`src/rtl/uart_pkg.sv`:
```
// Shared definitions for the UART receive path and its address/write-enable generator.
package uart_pkg;

    localparam int OVERSAMPLE_DEF = 16;
    localparam int DATA_BITS_DEF  = 8;

    typedef enum logic [2:0] {
        IDLE,
        START,
        DATA,
        STOP,
        BREAK
    } rx_state_t;

endpackage

```
`src/rtl/uart_rx_sync.sv`:
```
// Two-flop synchroniser for the asynchronous rx line; resets to the idle level (1).
module uart_rx_sync (
    input  logic clk,
    input  logic rst_n,
    input  logic d,
    output logic q
);

    logic meta;

    always_ff @(posedge clk) begin
        if (!rst_n) begin
            meta <= 1'b1;
            q    <= 1'b1;
        end else begin
            meta <= d;
            q    <= meta;
        end
    end

endmodule

```
`src/rtl/uart_receiver.sv`:
```
// 8N1 UART receiver, 16x oversampled on s_tick, with start/receiving/over handshake.
//
// state | meaning
// IDLE  | line idle, waiting for rx_s low
// START | counting to mid start bit to confirm it
// DATA  | sampling payload bits at mid-bit, LSB first
// STOP  | sampling stop bit at mid-bit
// BREAK | stop bit was low; wait for line to return high
module uart_receiver
    import uart_pkg::*;
#(
    parameter int OVERSAMPLE = OVERSAMPLE_DEF,
    parameter int DATA_BITS  = DATA_BITS_DEF
) (
    input  logic                 s_tick,
    input  logic                 rst_n,
    input  logic                 rx,
    output logic [DATA_BITS-1:0] data_out,
    output logic                 recieve_start,
    output logic                 recieving,
    output logic                 recieve_over,
    output logic                 frame_error
);

    localparam int TW = $clog2(OVERSAMPLE);
    localparam int BW = (DATA_BITS > 1) ? $clog2(DATA_BITS) : 1;

    localparam logic [TW-1:0] HALF_M1  = TW'(OVERSAMPLE / 2 - 1);
    localparam logic [TW-1:0] FULL_M1  = TW'(OVERSAMPLE - 1);
    localparam logic [BW-1:0] LAST_BIT = BW'(DATA_BITS - 1);

    logic rx_s;

    rx_state_t            state, state_n;
    logic [TW-1:0]        tick_cnt, tick_n;
    logic [BW-1:0]        bit_idx, bit_n;
    logic [DATA_BITS-1:0] shreg, shreg_n;
    logic [DATA_BITS-1:0] data_n;
    logic                 start_n, recv_n, over_n, ferr_n;

    uart_rx_sync u_sync (
        .clk   (s_tick),
        .rst_n (rst_n),
        .d     (rx),
        .q     (rx_s)
    );

    always_ff @(posedge s_tick) begin
        if (!rst_n) begin
            state         <= IDLE;
            tick_cnt      <= '0;
            bit_idx       <= '0;
            shreg         <= '0;
            data_out      <= '0;
            recieve_start <= 1'b0;
            recieving     <= 1'b0;
            recieve_over  <= 1'b0;
            frame_error   <= 1'b0;
        end else begin
            state         <= state_n;
            tick_cnt      <= tick_n;
            bit_idx       <= bit_n;
            shreg         <= shreg_n;
            data_out      <= data_n;
            recieve_start <= start_n;
            recieving     <= recv_n;
            recieve_over  <= over_n;
            frame_error   <= ferr_n;
        end
    end

    always_comb begin
        state_n = state;
        tick_n  = tick_cnt;
        bit_n   = bit_idx;
        shreg_n = shreg;
        data_n  = data_out;
        start_n = 1'b0;
        recv_n  = recieving;
        over_n  = recieve_over;
        ferr_n  = frame_error;

        case (state)
            IDLE: begin
                if (!rx_s) begin
                    state_n = START;
                    tick_n  = '0;
                end
            end

            START: begin
                if (tick_cnt == HALF_M1) begin
                    if (!rx_s) begin
                        start_n = 1'b1;
                        recv_n  = 1'b1;
                        over_n  = 1'b0;
                        ferr_n  = 1'b0;
                        tick_n  = '0;
                        bit_n   = '0;
                        state_n = DATA;
                    end else begin
                        state_n = IDLE;
                    end
                end else begin
                    tick_n = tick_cnt + TW'(1);
                end
            end

            DATA: begin
                if (tick_cnt == FULL_M1) begin
                    tick_n  = '0;
                    bit_n   = bit_idx + BW'(1);
                    shreg_n = {rx_s, shreg[DATA_BITS-1:1]};
                    if (bit_idx == LAST_BIT) begin
                        data_n  = shreg_n;
                        recv_n  = 1'b0;
                        state_n = STOP;
                    end
                end else begin
                    tick_n = tick_cnt + TW'(1);
                end
            end

            STOP: begin
                if (tick_cnt == FULL_M1) begin
                    tick_n = '0;
                    over_n = 1'b1;
                    if (rx_s) begin
                        state_n = IDLE;
                    end else begin
                        ferr_n  = 1'b1;
                        state_n = BREAK;
                    end
                end else begin
                    tick_n = tick_cnt + TW'(1);
                end
            end

            BREAK: begin
                // A held-low line must not be mistaken for a new start bit.
                if (rx_s) begin
                    state_n = IDLE;
                end
            end

            default: state_n = IDLE;
        endcase
    end

endmodule

```
`config.mk`:
```
export PLATFORM = sky130hd
export DESIGN_NAME = uart_receiver
export DESIGN_NICKNAME = d
export VERILOG_FILES = /design/src/rtl/uart_pkg.sv /design/src/rtl/uart_rx_sync.sv /design/src/rtl/uart_receiver.sv
export SDC_FILE = /design/constraint.sdc
export NUM_CORES = 1
export LEC_CHECK = 0
export CORE_AREA = 5 5 60 73
export DETAILED_ROUTE_END_ITERATION = 10
export DIE_AREA = 0 0 65 78
export GPL_TIMING_DRIVEN = 0
export PLACE_DENSITY = 0.58
export SLEW_MARGIN = 20
export SYNTH_ARGS = -nofsm -noshare
export SYNTH_HDL_FRONTEND = slang
export SYNTH_SLANG_ARGS = --single-unit
```
`constraint.sdc`:
```
create_clock -name s_tick -period 2.8 [get_ports s_tick]
set_input_delay 0.28 -clock s_tick [delete_from_list [all_inputs] [get_ports s_tick]]
set_output_delay 0.28 -clock s_tick [all_outputs]
set_load 0.02 [all_outputs]
```
# Word-level counts from Yosys, hierarchy flattened
# Cells that the tools add are included.
# W data, S select, Z words.
# word_totals
ff_bits	32
input_bits	3
out_inout_bits	12
# op_classes
n_addsub	2
eq_ne	15
n_mux	29
reduce_logical	13
# ops
op	count
$mux W3	10
$pmux W3 S5	1
$ne A2 B2 Y1 const B	7
$mux W4	3
$pmux W4 S3	1
$reduce_and A5 Y1	2
$mux W1	9
$reduce_and A4 Y1	2
$eq A3 B2 Y1 const B	2
$eq A3 B3 Y1 const B	2
$pmux W1 S2	3
$pmux W3 S2	1
$reduce_and A3 Y1	2
$reduce_and A6 Y1	1
$add A4 B1 Y4 const B	1
$eq A4 B3 Y1 const B	1
$eq A4 B4 Y1 const B	1
$reduce_bool A2 Y1	2
$add A3 B1 Y3 const B	1
$eq A3 B1 Y1 const B	1
$logic_not A3 Y1	1
$reduce_bool A3 Y1	1
$mux W2	1
$ne A2 B1 Y1 const B	1
2 further kinds	2

# Longest topological paths before layout
# Gate-level depths: netlist of run 1.
# logic_depth
depth_word	4
depth_mapped	6
ltp_nobuf	5

# Modules after synthesis
# Synthesis of run 1 repeated with hierarchy kept, for this count alone.
# hier_totals
hier_cells	141
hier_area_um2	1351.3
# by_module_without_submodules
mod	instances	cells_each	area_per_inst_um2	seq_area_each_um2
uart_receiver	1	137	1298.7	580.6
uart_rx_sync	1	4	52.6	40.0

# Worst setup path after synthesis of run 1
# No wires, ideal clock.
# synth_timing
kind	register to register
startpoint	register tick_cnt[1]
endpoint	register state[0]
setup_time_ns	0.112
t_arrival_ns	1.253
slack_ns	1.435
path_stages_with_launch	6
synth_period_minus_slack_ns	1.365
cell_sequence	dfxtp_1 > ha_1 > and2_2 > and2_4 > a311oi_1 > a2111oi_1
# synth_between
elab_chain_len	3
# synth_lines
item	line	text
from (decl)	uart_receiver.sv:35	logic [TW-1:0] tick_cnt, tick_n;
from (signal assigned)	uart_receiver.sv:61	tick_cnt <= tick_n;
$eq A4 B4 Y1 or $eq A4 B3 Y1 (tied branches)	uart_receiver.sv:110, uart_receiver.sv:125, uart_receiver.sv:92	
$ne A2 B2 Y1 (no line)	n/a	
$reduce_and A6 Y1 (no line) (*)	n/a	
to (signal assigned)	uart_receiver.sv:60	state <= state_n;
to (decl)	uart_receiver.sv:34	rx_state_t state, state_n;
# Every way passes the cells marked *; elsewhere a longest branch is shown, timed or not.
# A chain may end at the register's enable or synchronous reset.

# Worst setup path in the final report of run 1
# layout_timing
startpoint	register tick_cnt[0]
endpoint	register state[0]
# Same word-level chain as after synthesis.

==> out/metrics.cfg, run 1 <==
[outcome]
status = completed

[routing]
dr.pass1.iters = 4
drc_errors = 0
antenna_left = 0
routed_via_density = 5.28
wirelength_um = 2880
wire_per_inst_um = 13.4
via_count = 1129
drt_iter0_markers = 53

[job]
cap_violations = 0

[pwr]
total_power_w = 0.000872
peakVddDrop_v = 0.000248
power_density_nw_per_um2 = 521
power.leakage_nw = 0.582

[timing]
grt_setup_unrepaired = false
max_slew_margin_pct = 66.6
hold_viol = 0
tns_ps = 0
min_period_ps = 1530
worst_slew_pin_slew_ps = 501
finalCritPeriodShare_pct = 54.7
finalSetupViolations = 0
max_freq_ghz = 0.653
slew_violations = 0
fin_skew_ps = 1.29

[setup_path]
crit_arrival_ps = 1710
required_ps = 2980
crit_type = flop to flop
cp_slowest_stage_delay_ps = 370
critPathBufInv = 0
cp-start-kind = flop
crit_chain = ha_1 > and2_2 > and2_4 > a311oi_1 > a2111oi_1
path_max_fanout = 5
worst_path_dominant_cell_family = compound AO/OA/AOI/OAI gates
worstSetupEndpointType = flop
cp_slowest_cell = dfxtp_1

[clock_tree]
cts_tree = built
cts_resized = 0
clkLatencyLatePin_ps = 280
post_cts.repair.setup_buffers = 0
cts_htree_levels = 2
cts-root-buf = clkbuf_8
clk_path_buf_depth = 2
clock_sinks = 31
path_clk_slew_ps = 70
numCtsBuffers = 5
ctsHoldBuffers = 0

[logic_synthesis]
synth.avg_cell_area_sq_um = 9.04
postSynthCellCount = 154
yosysWarnings = 0
ys_ff_latch = 31
synthDistinctLibCells = 41
syn-cell-area_sq_um = 1390
synth_nets = 160
yosysSeqAreaShare_pct = 44.6

[floorplan]
pin_count = 15
rows = 24
coreArea_sq_um = 3570
start_util_pct = 39.0
dieHeight_um = 78
fp.dieW_um = 65
die_area_sq_um = 5070

[placement]
place_congestion = 0.799
post-dp-hpwl_um = 2100
portBuffers = 13

[global_route]
antenna_found_initial = 0
grt_pass1_wl_um = 4950
grt_pass1_vias = 1059
grt_start_max_net_pins = 11
grt_overflow = 0
track_usage_pct = 12.8

[final_layout]
final_cell_mix = 31 x dfxtp_1, 24 x nand2_1, 15 x nand3_1
drive_gt1_share_pct = 19.4
fin_nets = 180
num-fill-cells = 347
diodes = 0
final_common_cell = dfxtp_1
synthToLayoutAreaGrowth_pct = 20.3

[hold_path]
min_path_type = input port to flop

-- cells by family after synthesis --
family / synth area share (%)
flip-flops: 44.6
AO/OA/AOI/OAI: 18.8
buffers and inverters: 5.57
multiplexers: 1.53
XOR/XNOR: 1.17
adder cells (fa/ha/maj): 2.70
AND/OR/NAND/NOR: 25.7
-- cell type report --
| class | count | area [sq um] | share of cell area [%] |
|---|---|---|---|
| multi-input combinational | 112 | 694 | 41.4 |
| sequential | 31 | 621 | 37.0 |
| timing repair buffer | 13 | 130 | 7.77 |
| clock buffer | 7 | 96.3 | 5.75 |
| buffer | 10 | 73.8 | 4.41 |
| tap | 39 | 48.8 | 2.91 |
| clock inverter | 1 | 7.51 | 0.448 |
| inverter | 1 | 3.75 | 0.224 |
-- worst paths after layout --
path	startpoint	endpoint	slack (ps)	cells after the start
worst max-delay path	tick_cnt[0]	state[0]	1270	5
worst min-delay path	rst_n	u_sync.meta	250	2
worst max register to register	tick_cnt[0]	state[0]	1270	5
worst min register to register	u_sync.meta	u_sync.q	410	1
-- synthesized netlist by cell type --
cell type	count	area share (%)
a2111oi_1	1	0.72
a211oi_1	2	1.1
a21boi_1	1	0.54
a21o_1	1	0.54
a21oi_1	13	4.7
a22oi_1	1	0.54
a311oi_1	1	0.63
a31oi_1	1	0.45
and2_2	1	0.54
and2_4	1	0.63
and3_2	1	0.54
and4_1	1	0.63
buf_2	2	0.72
buf_4	1	0.54
buf_6	4	3.2
clkbuf_1	3	0.81
clkinv_1	1	0.27
dfxtp_1	31	45
ha_1	3	2.7
mux2_2	1	0.81
mux2i_1	1	0.72
nand2_1	24	6.5
nand2_2	1	0.45
nand2b_1	4	1.8
nand3_1	15	5.4
nand3_2	2	1.4
nand3_4	1	1.3
nand3b_1	1	0.54
nand4_1	2	0.90
nor2_1	11	3.0
nor2b_1	1	0.45
nor3_1	1	0.36
nor3b_4	1	1.3
o211ai_1	1	0.54
o21ai_0	3	1.1
o21ai_2	8	5.0
o22ai_1	2	0.90
o311ai_0	1	0.63
o31ai_1	1	0.54
o31ai_2	1	0.90
xnor2_2	1	1.2
-- metrics by stage --
step / area (sq um) / worst slack [ps] / utilization [%] / std cells / hold WS (ps)
global route: 1680 / 1100 / 46.9 / 214 / 272
detailed placement: 1570 / 1290 / 44.0 / 206 / 392
CTS: 1680 / 1270 / 46.9 / 214 / 248
floorplan: 1390 / 1440 / - / 154 / 381
global placement: 1570 / 1300 / 44.0 / 206 / 401
finish: 1680 / 1270 / 46.9 / 214 / 245
-- registers in the layout, summed over array words and instances (netlist names), 3 cells and up --
signal,cells
bit_idx,3
data_out,8
shreg,7
state,3
tick_cnt,4
-- routing by layer --
| layer | up-vias | GRT usage, % | part of all wire, % |
|---|---|---|---|
| li1 | 590 | - | - |
| met1 | 520 | 15.8 | 46 |
| met2 | 15 | 19.7 | 49 |
| met3 | 4 | 4.48 | 3.9 |
| met4 | 0 | 6.34 | 1.7 |
| met5 | - | 0 | 0 |
-- where the power goes --
part           internal [W]  switching, W
combinational    0.00000976     0.0000192
clock              0.000223      0.000173
sequential         0.000444    0.00000277
total              0.000677      0.000195
(Power assumes the default switching activity.)
==> run 2, diff against run 1 <==
==> constraint.sdc (replaced) <==
create_clock -name s_tick -period 1.5 [get_ports s_tick]
set_input_delay 0.15 -clock s_tick [delete_from_list [all_inputs] [get_ports s_tick]]
set_output_delay 0.15 -clock s_tick [all_outputs]
set_load 0.02 [all_outputs]
==> run 2 against run 1 <==
Non-clock buffer count up 1. Flip-flop and latch count is the same. Cell area grew 1.9%. Setup slack worse by 1200 ps. Total power rose by 87%. Count of clock-buffer cells in the layout unchanged. First-iteration DRC count down 34%. Final cell count increased by 0.47%. Sequential power up 87%. Combinational power rose by 92%. Critical path depth decreased by 4. Hold slack got worse by 130 ps. Highest routed layer unchanged.
==> out/metrics.cfg, run 2 (synthesis results as in run 1) <==
[outcome]
status = completed

[setup_path]
crit_type = flop to primary output
worst_path_dominant_cell_family = buffers and inverters
cp_slowest_cell = clkdlybuf4s50_1
crit_arrival_ps = 1240  ; -470 ps
path_max_fanout = 2  ; -3
cp_slowest_stage_delay_ps = 610  ; +240 ps
cp-start-kind = flop
worstSetupEndpointType = primary output
critPathBufInv = 1  ; +1
crit_chain = clkdlybuf4s50_1
required_ps = 1350  ; -1630 ps

[clock_tree]
cts_htree_levels = 2  ; unchanged
ctsHoldBuffers = 0  ; unchanged
numCtsBuffers = 5  ; unchanged
clock_sinks = 31  ; unchanged
path_clk_slew_ps = 70  ; about the same
cts-root-buf = clkbuf_8
clkLatencyLatePin_ps = 280  ; about the same
cts_tree = built
clk_path_buf_depth = 2  ; unchanged

[pwr]
seq_power_share_pct = 51.1  ; about the same
pwr-share-clk_pct = 45.5  ; about the same
p_sw_w = 0.000368  ; +89%
power.leakage_nw = 0.586  ; +0.82%
swShare_pct = 22.5  ; +0.19 points
total_power_w = 0.00163  ; +87%
power_density_nw_per_um2 = 956  ; +84%
p_int_w = 0.00126  ; +87%
peakVddDrop_v = 0.000448  ; +81%
combinationalPowerShare_pct = 3.4  ; about the same

[timing]
hold_viol = 0  ; unchanged
finalSetupViolations = 0  ; unchanged
max_slew_margin_pct = 64.8  ; -1.8 points
worst_slew_pin_slew_ps = 528  ; +27.1 ps
fin_ws_ps = 112  ; -1160 ps
fin_skew_ps = 2.29  ; +1.00 ps
slew_violations = 0  ; unchanged
max_freq_ghz = 0.720
tns_ps = 0  ; unchanged
whs_ps = 117  ; -128 ps
grt_setup_unrepaired = false
min_period_ps = 1390
finalCritPeriodShare_pct = 92.5

[job]
cap_violations = 0  ; unchanged

[routing]
via_count = 1136  ; +0.62%
routed_via_density = 5.28  ; +0.15%
wire_per_inst_um = 13.5  ; +0.19%
dr.pass1.iters = 4  ; unchanged
antenna_left = 0  ; unchanged
drt_iter0_markers = 35  ; -34%
wirelength_um = 2900  ; +0.66%
drc_errors = 0  ; unchanged

[placement]
dp.cells = 206  ; unchanged
place_congestion = 0.799  ; unchanged
portBuffers = 13  ; unchanged
dp_slack_ps = -12.9  ; -1300 ps
post-dp-hpwl_um = 2100  ; unchanged

[final_layout]
diodes = 0  ; unchanged
final_cell_mix = 29 x dfxtp_1, 24 x nand2_1, 14 x nand3_1
fin_nets = 181  ; +0.56%
drive_gt1_share_pct = 22.7  ; +3.3 points
reg.largest.list = data_out: 8 flops, shreg: 7 flops, tick_cnt: 4 flops
final_common_cell = dfxtp_1
largest_register = data_out
synthToLayoutAreaGrowth_pct = 22.6
largest_reg_flops = 8  ; unchanged
num-fill-cells = 344  ; -0.86%
final_cells = 215  ; +0.47%

[global_route]
grt_pass1_vias = 1070  ; +1.0%
track_usage_pct = 12.9  ; +0.089 points
antenna_found_initial = 0  ; unchanged
grt_start_max_net_pins = 11  ; unchanged
grt_pass1_wl_um = 5000  ; +0.97%
grt_overflow = 0  ; unchanged

[floorplan]
fp.dieW_um = 65  ; unchanged
coreArea_sq_um = 3570  ; unchanged
pin_count = 15  ; unchanged
rows = 24  ; unchanged
start_util_pct = 39.0  ; unchanged
die_area_sq_um = 5070  ; unchanged
dieHeight_um = 78  ; unchanged

[hold_path]
min_path_type = input port to flop

[run 2: path summary, 6_finish.rpt]
path	start	end	slack [ps]	depth (start not counted)
worst min-delay path	rst_n	u_sync.meta	120	2
worst max-delay path	data_out[5]	data_out[5]	110	1
worst max register to register	tick_cnt[0]	recieve_over	130	6
worst min register to register	u_sync.meta	u_sync.q	410	1
[run 2: what timing repair did]
action,CTS,global route
setup endpoints to repair,3,5
gates resized for setup,2,5
buffers inserted,1,0
pin swaps,0,1
[run 2: per-layer routing]
layer  track usage, %  part of all wire [%]  vias to the layer above
li1                 -                     -                      591
met1             16.0                    46                      525
met2             19.7                    48                       16
met3             4.48                   4.2                        4
met4             6.34                   1.7                        0
met5                0                     0                        -
[run 2: layout make-up]
type	count	area, sq um	area share (%)
plain buffers	10	73.8	4.32
clock buffers	7	96.3	5.64
clock inverters	1	7.51	0.440
inverters	1	3.75	0.220
multi-input cells	112	717	42.0
flip-flops and latches	31	623	36.5
well taps	39	48.8	2.86
repair buffers	14	138	8.06
[run 2: power by group through the flow]
stage,Clock [W],Sequential (W),Combinational [W]
after global routing,0.000802,0.000836,0.0000627
after floorplan,0,0.000851,0.0000402
after CTS,0.000753,0.000835,0.0000550
final,0.000742,0.000835,0.0000556
after global placement,0,0.000852,0.0000531
after detailed placement,0,0.000852,0.0000543
[run 2: worst reg2reg max path, delay by kind of cell, from the launching register on]
family          cells  cell delay, ps
flops               1             350
fa+ha+maj           1             170
buf+inv             1             180
simple gates        3             390
compound gates      1             160
[run 2: stage by stage]
step           utilization, %  cell area [sq um]
2_1_floorplan               -               1390
3_3_place_gp             44.0               1570
3_5_place_dp             44.0               1570
4_1_cts                  47.4               1700
5_1_grt                  47.8               1710
6_report                 47.8               1710
==> run 3, diff against run 2 <==
--- a/config.mk
+++ b/config.mk
@@ -6,10 +6,12 @@
 export NUM_CORES = 1
 export LEC_CHECK = 0
 export CORE_AREA = 5 5 60 73
+export CTS_BUF_LIST = sky130_fd_sc_hd__clkbuf_4
 export DETAILED_ROUTE_END_ITERATION = 10
 export DIE_AREA = 0 0 65 78
 export GPL_TIMING_DRIVEN = 0
 export PLACE_DENSITY = 0.58
+export RECOVER_POWER = 50
 export SLEW_MARGIN = 20
 export SYNTH_ARGS = -nofsm -noshare
 export SYNTH_HDL_FRONTEND = slang
==> run 3 against run 2 <==
Fmax shrank 2.9%. Sequential share of layout area grew 2.1 points. Critical endpoint is now recieving. Hold slack worse by 48 ps. Critical path type unchanged. Combinational power decreased by 3%. Largest cell class unchanged. Clock power decreased by 37%.
==> out/metrics.cfg, run 3 (synthesis results as in run 1) <==
[timing]
slew_violations = 0  ; unchanged
min_period_ps = 1430  ; +41.1 ps
worst_slew_pin_slew_ps = 516  ; -12.0 ps
fin_ws_ps = 70.7  ; -41.1 ps
grt_setup_unrepaired = false
max_freq_ghz = 0.700  ; -2.9%
finalCritPeriodShare_pct = 95.3  ; +2.7 points
hold_viol = 0  ; unchanged
finalSetupViolations = 0  ; unchanged
fin_skew_ps = 5.30  ; +3.01 ps
max_slew_margin_pct = 65.6  ; +0.80 points

[floorplan]
die_area_sq_um = 5070  ; unchanged
fp.dieW_um = 65  ; unchanged
rows = 24  ; unchanged
coreArea_sq_um = 3570  ; unchanged
pin_count = 15  ; unchanged
dieHeight_um = 78  ; unchanged
start_util_pct = 39.0  ; unchanged

[clock_tree]
clk_path_buf_depth = 2  ; unchanged
numCtsBuffers = 5  ; unchanged
clock_sinks = 31  ; unchanged
clkLatencyLatePin_ps = 330  ; +50 ps
cts-root-buf = clkbuf_4
cts_tree = built
path_clk_slew_ps = 100  ; +30 ps
cts_htree_levels = 2  ; unchanged

[pwr]
power.leakage_nw = 0.552  ; -5.9%
peakVddDrop_v = 0.000383  ; -15%
power_density_nw_per_um2 = 839  ; -12%
total_power_w = 0.00136  ; -17%

[setup_path]
crit_type = flop to primary output
crit_path_start = recieving
cp_slowest_cell = clkdlybuf4s50_1
path_max_fanout = 2  ; unchanged
cp-start-kind = flop
critPathBufInv = 1  ; unchanged
worstSetupEndpointType = primary output
required_ps = 1350  ; about the same
cp_slowest_stage_delay_ps = 600  ; about the same
crit_arrival_ps = 1280  ; +40 ps
crit_chain = clkdlybuf4s50_1
worst_path_dominant_cell_family = buffers and inverters
reg2reg_from = state[1]

[final_layout]
multiInputGateArea_sq_um = 702  ; -2.1%
regArea_sq_um = 623  ; unchanged
reg.largest.list = data_out: 8 flops, shreg: 7 flops, tick_cnt: 4 flops
largest_reg_flops = 8  ; unchanged
drive_gt1_share_pct = 19.9  ; -2.8 points
design_area_sq_um = 1620  ; -5.4%
diodes = 0  ; unchanged
final_util_pct = 45.2  ; -2.6 points
final_common_cell = dfxtp_1
final_cells = 215  ; unchanged
final_cell_mix = 29 x dfxtp_1, 25 x nand2_1, 15 x nand3_1
fin_nets = 181  ; unchanged
largest_register = data_out
synthToLayoutAreaGrowth_pct = 16.0
num-fill-cells = 369  ; +7.3%

[placement]
post-dp-hpwl_um = 2100  ; unchanged
dp_slack_ps = -12.9  ; unchanged
dp.cells = 206  ; unchanged
place_area_sq_um = 1570  ; unchanged
place_congestion = 0.799  ; unchanged
portBuffers = 13  ; unchanged

[routing]
via_count = 1127  ; -0.79%
drt_iter0_markers = 65  ; +86%
wire_per_inst_um = 13.6  ; +0.66%
wirelength_um = 2920  ; +0.66%
dr.pass1.iters = 4  ; unchanged
drc_errors = 0  ; unchanged
routed_via_density = 5.24  ; -0.79%
antenna_left = 0  ; unchanged

[global_route]
track_usage_pct = 12.6  ; -0.30 points
grt_overflow = 0  ; unchanged
grt_pass1_wl_um = 4950  ; -0.96%
grt_pass1_vias = 1077  ; +0.65%
grt_start_max_net_pins = 11  ; unchanged
antenna_found_initial = 0  ; unchanged

[hold_path]
hold_start = rst_n
min_path_type = input port to flop

[outcome]
status = completed

[job]
cap_violations = 0  ; unchanged

[run 3: cell types whose count changed in the layout (fill, tap and decap cells not counted), sizes merged]
cell,change
clkbuf,+1
clkdlybuf4s50,-4
clkinv,+2
dlygate4sd3,+1
[run 3: path summary, 6_finish.rpt]
path,end,slack (ps),depth (start not counted)
max,recieving,70,1
min,u_sync.q,70,2
max reg2reg,bit_idx[0],80,6
min reg2reg,u_sync.q,420,1
[run 3: power breakdown]
part / switching, W / internal, W / leakage [nW]
clock: 0.000295 / 0.000172 / 0.0263
sequential: 0.00000616 / 0.000829 / 0.251
combinational: 0.0000358 / 0.0000182 / 0.274
[run 3: through the flow]
step           hold WS, ps  setup TNS, ps
6_report              69.5              0
5_1_grt               78.4              0
4_1_cts               62.6              0
3_5_place_dp           392          -16.4
3_3_place_gp           401              0
2_1_floorplan          251              0
[run 3: layout make-up]
type / count / share of cell area [%]
inverter: 1 / 0.232
clock inverter: 3 / 0.930
clock buffer: 5 / 2.32
tap: 39 / 3.02
buffer: 10 / 4.11
multi-input combinational: 112 / 43.5
sequential: 31 / 38.6
timing repair buffer: 14 / 7.36
[run 3: timing repair]
item	CTS	global route
gates resized for setup	3	7
setup buffers	1	0
hold buffers	0	0
hold endpoints to repair	0	0
setup endpoints to repair	4	6
pin swaps	0	1
[run 3: layer usage]
| layer | share of wire [%] | GRT usage, % | wire [um] |
|---|---|---|---|
| met5 | 0 | 0 | 0 |
| met4 | 1.6 | 5.71 | 46 |
| met3 | 3.7 | 4.05 | 109 |
| met2 | 48 | 19.8 | 1410 |
| met1 | 46 | 15.6 | 1350 |
==> edit 1, RTL diff (flow settings as in run 2) <==
Add an input register stage for `rx`; this delays it by one clock.
--- a/src/rtl/uart_receiver.sv
+++ b/src/rtl/uart_receiver.sv
@@ -30,4 +30,10 @@
     localparam logic [BW-1:0] LAST_BIT = BW'(DATA_BITS - 1);
 
+    logic rx_q;
+
+    always_ff @(posedge s_tick) begin
+        rx_q <= rx;
+    end
+
     logic rx_s;
 
@@ -42,5 +48,5 @@
         .clk   (s_tick),
         .rst_n (rst_n),
-        .d     (rx),
+        .d     (rx_q),
         .q     (rx_s)
     );
Behaviour: same outputs for any inputs over 10 cycles, from zero or initial values and one cycle with rst_n low; that may be too few to reach the edited logic, so the function may still have changed.
==> edit 1 against run 2 <==
  * Sequential cell count up 1
  * Wire length rose by 19%
  * Via count rose by 13%
  * Non-clock buffer count up 8
  * Synthesized area grew 4.9%
  * Global-route usage grew 1.9 points
  * Worst setup slack lost 0.050 ns
  * Die area unchanged
  * Count of clock-buffer cells in the layout fell by 1
  * Total power grew 6.5%
  * Sequential power is 3.1% higher
  * Cell area is 7.4% higher
  * Largest power group unchanged
  * Highest routed layer unchanged
==> edit 1: results (changes against run 2) <==
worst setup path startpoint - frame_error$_SDFFE_PN0P_ (was data_out[5]$_SDFFE_PN0P_)
status - finished, final reports clean (unchanged)
post-DR vias/cell - 5.59 (was 5.28)
switch share - 0.208 (was 0.225)
met3 WL - 137 um (was 121 um)
fin nets - 196 (was 181)
most instantiated cells after synthesis - dfxtp_1, nand2_1, a21oi_1 (was dfxtp_1, nand2_1, nand3_1)
count of multi-input gates - 114 (was 112)
first-pass GRT wire length - 5870 um (was 5000 um)
WHS Endpoint - rx_q$_DFF_P_ (was u_sync.meta$_SDFF_PN1_)
syn_nets - 170 (was 160)
Leak - 0.640 nW (was 0.586 nW)
Layout clock area frac - 0.0587 (was 0.0608)
WL met1 - 1520 um (was 1330 um)
synthesized area per cell - 8.90 um^2 (was 9.04 um^2)
Vias - 1285 (was 1136)
Signal inverters - 5 (was 1)
port bufs - 14 (was 13)
Hold Startpoint - rx (was rst_n)
multi-input combinational area share - 0.412 (was 0.420)
area delta synth->final - 25.6% (was 22.6%)
Post-DP HPWL - 2400 um (was 2100 um)
First DRT Iteration DRCs - 54 (was 35)
Seq/Total Area, Yosys - 0.439 (was 0.446)
Compound-Gate Fraction of Synth Area - 0.195 (was 0.188)
hold_ws - 0.317 ns (was 0.117 ns)
placer's final routability congestion estimate - 0.882 (was 0.799)
Tightest Pin Transition - 0.502 ns (was 0.528 ns)
post-synthesis xor/xnor area fraction - 0.0120 (was 0.0117)
-- edit 1: cell count changes after synthesis, moves of 5 or more --
cell     delta
o21ai_0     +7
nor2_1      -7
o21ai_2     -8
nand3_1     -6
mux2i_1     +8
inv_1       +5
-- edit 1: power groups by stage --
stage | Sequential, mW | Combinational, mW | Clock, mW
6_report | 0.861 | 0.0718 | 0.806
5_1_grt | 0.861 | 0.0800 | 0.871
4_1_cts | 0.862 | 0.0708 | 0.829
3_5_place_dp | 0.880 | 0.0696 | 0
3_3_place_gp | 0.879 | 0.0675 | 0
2_1_floorplan | 0.879 | 0.0484 | 0
-- edit 1: cells by family after synthesis --
logic type / count (synthesis)
xor+xnor: 2
compound gates: 43
mux: 9
buf+inv: 18
fa+ha+maj: 3
flops: 32
simple gates: 57
-- edit 1: repair_timing --
action | CTS | global route
cloned | 0 | 1
pin swaps | 0 | 2
hold buffers | 0 | 0
resized for setup | 5 | 9
setup endpoints to repair | 23 | 21
setup buffers | 0 | 4
==> edit 2, RTL diff (settings of run 2) <==
Made on the original files. Set the package constant `OVERSAMPLE_DEF` to 8 (it was 16).
--- a/src/rtl/uart_pkg.sv
+++ b/src/rtl/uart_pkg.sv
@@ -2,5 +2,5 @@
 package uart_pkg;
 
-    localparam int OVERSAMPLE_DEF = 16;
+    localparam int OVERSAMPLE_DEF = 8;
     localparam int DATA_BITS_DEF  = 8;
 
Check against the original RTL: not equivalent (Yosys sat finds a counterexample within 10 cycles, from zero or initial values and one cycle with rst_n low).
==> edit 2 against run 2 <==
  * Sequential cell count is 1 lower
  * Synthesized area decreased by 7.4%
  * Sequential share of layout area decreased by 0.65 points
  * Total power is 1.7% higher
  * Synthesized cell count fell by 11%
  * Worst setup slack worse by 0.047 ns
  * Cell count is 7.0% lower
  * First-iteration DRC count grew 63%
  * Wire length fell by 5.6%
  * Cell area is 1.2% lower
==> edit 2: results (changes against run 2) <==
layout cell share with drive strength beyond 1 - 0.180 (was 0.227)
dpl cells - 190 (was 206)
GRT Total Usage - 0.122 (was 0.129)
post-CTS resize count - 8 (was 2)
placer's final routability congestion estimate - 0.806 (was 0.799)
WL/cell - 13.7 um (was 13.5 um)
Met2 Wirelength - 1280 um (was 1400 um)
pre-CTS setup slack - -0.182 ns (was -0.0129 ns)
initial antenna violation count - 0 (unchanged)
crit path DAT - 1.60 ns (was 1.24 ns)
Seq/Total Area, Yosys - 0.466 (was 0.446)
post-synthesis xor/xnor area fraction - 0 (was 0.0117)
status - finished, final reports clean (unchanged)
GRT met1 Usage - 0.139 (was 0.160)
CTS clock-pin slew for the worst setup and hold paths - 0.06 ns
peak supply drop - 0.733 mV (was 0.448 mV)
worst skew pair latency - 0.28 ns (about the same)
1st-pass router iterations - 4 (unchanged)
post-CTS setup buffer count - 2 (was 1)
first-pass GRT wire length - 4770 um (was 5000 um)
critical path's slowest cell - dfxtp_2 (was clkdlybuf4s50_1)
WL met1 - 1270 um (was 1330 um)
Post-DP HPWL - 1830 um (was 2100 um)
leading registers by flop count - data_out: 8 flops, shreg: 7 flops (was data_out: 8 flops, shreg: 7 flops, tick_cnt: 4 flops)
synthesized area per cell - 9.42 um^2 (was 9.04 um^2)
CP delay by family, top - adder cells (was buffers and inverters)
switch share - 0.206 (was 0.225)
HP Class - reg -> reg (was in -> reg)
dominant cells by area after synthesis - dfxtp_1, mux2i_1, ha_1 (was dfxtp_1, nand2_1, nand3_1)
Largest stage delay, worst path - 0.33 ns (was 0.61 ns)
First DRT Iteration DRCs - 57 (was 35)
most instantiated cells after synthesis - dfxtp_1, nand2_1, nor2b_1 (was dfxtp_1, nand2_1, nand3_1)
Final Skew - 0.00696 ns (was 0.00229 ns)
Critical Path Fanout Max - 5 (was 2)
Root Driver - clkbuf_8 (unchanged)
DR top layer - met4 (unchanged)
fin nets - 168 (was 181)
Leak - 0.595 nW (was 0.586 nW)
met3 Use GR - 0.0462 (was 0.0448)
met3 WL - 105 um (was 121 um)
Vias - 1026 (was 1136)
post-DR vias/cell - 5.13 (was 5.28)
Yosys cell types - 35 (was 41)
Synth Area in Adders - 0.0485 (was 0.0270)
Compound-Gate Fraction of Synth Area - 0.136 (was 0.188)
max_slew headroom - 0.656 (was 0.648)
met2 usage - 0.198 (was 0.197)
yosys warns - 0 (unchanged)
port bufs - 14 (was 13)
Post-DP Area - 1480 um^2 (was 1570 um^2)
fraction of synthesized area in multiplexers - 0.0543 (was 0.0153)
vias in the first global route - 1022 (was 1070)
syn_nets - 145 (was 160)
==> edit 2: cell count changes after synthesis, sizes merged, moves of 2 or more <==
| cell | delta |
|---|---|
| ha | +2 |
| mux2i | +6 |
| nor2b | +8 |
| nor2 | -6 |
| o21ai | +2 |
| nand3 | -16 |
| nand2 | -11 |
| a21oi | -9 |
| nand4 | +6 |
| inv | +5 |
==> edit 2: layout make-up <==
cell class              instances  area [um^2]
plain buffers                   9         65.1
clock buffers                   5         68.8
clock inverters                 3         40.0
fillers                       342         1890
inverters                       5         18.8
multi-input cells              92          658
flip-flops and latches         30          604
well taps                      39         48.8
repair buffers                 17          183
==> edit 2: logic make-up (layout without fill, tap and decap cells) <==
kind of cell / count (synthesis) / count (layout)
muxes: 7 / 7
and+or+nand+nor: 51 / 51
AOI/OAI and AO/OA: 29 / 29
DFF: 30 / 30
adders and majority gates: 5 / 5
buffers and inverters: 15 / 39
==> edit 2: power groups by stage <==
stage | registers [mW] | logic [mW] | clock network [mW]
after floorplan | 0.824 | 0.0371 | 0
after global placement | 0.825 | 0.0523 | 0
after detailed placement | 0.825 | 0.0533 | 0
after CTS | 0.808 | 0.0578 | 0.812
after global routing | 0.809 | 0.0660 | 0.846
final | 0.809 | 0.0599 | 0.792
==> edit 2: final timing paths <==
check / end / depth (start not counted) / startpoint / slack, ns
worst max-delay path: tick_cnt[2]$_SDFFE_PN0P_ / 5 / tick_cnt[1]$_SDFFE_PN0P_ / 0.07
worst max register to register: tick_cnt[2]$_SDFFE_PN0P_ / 5 / tick_cnt[1]$_SDFFE_PN0P_ / 0.07
worst min register to register: u_sync.q$_SDFF_PN1_ / 1 / u_sync.meta$_SDFF_PN1_ / 0.40
worst min-delay path: u_sync.q$_SDFF_PN1_ / 1 / u_sync.meta$_SDFF_PN1_ / 0.40
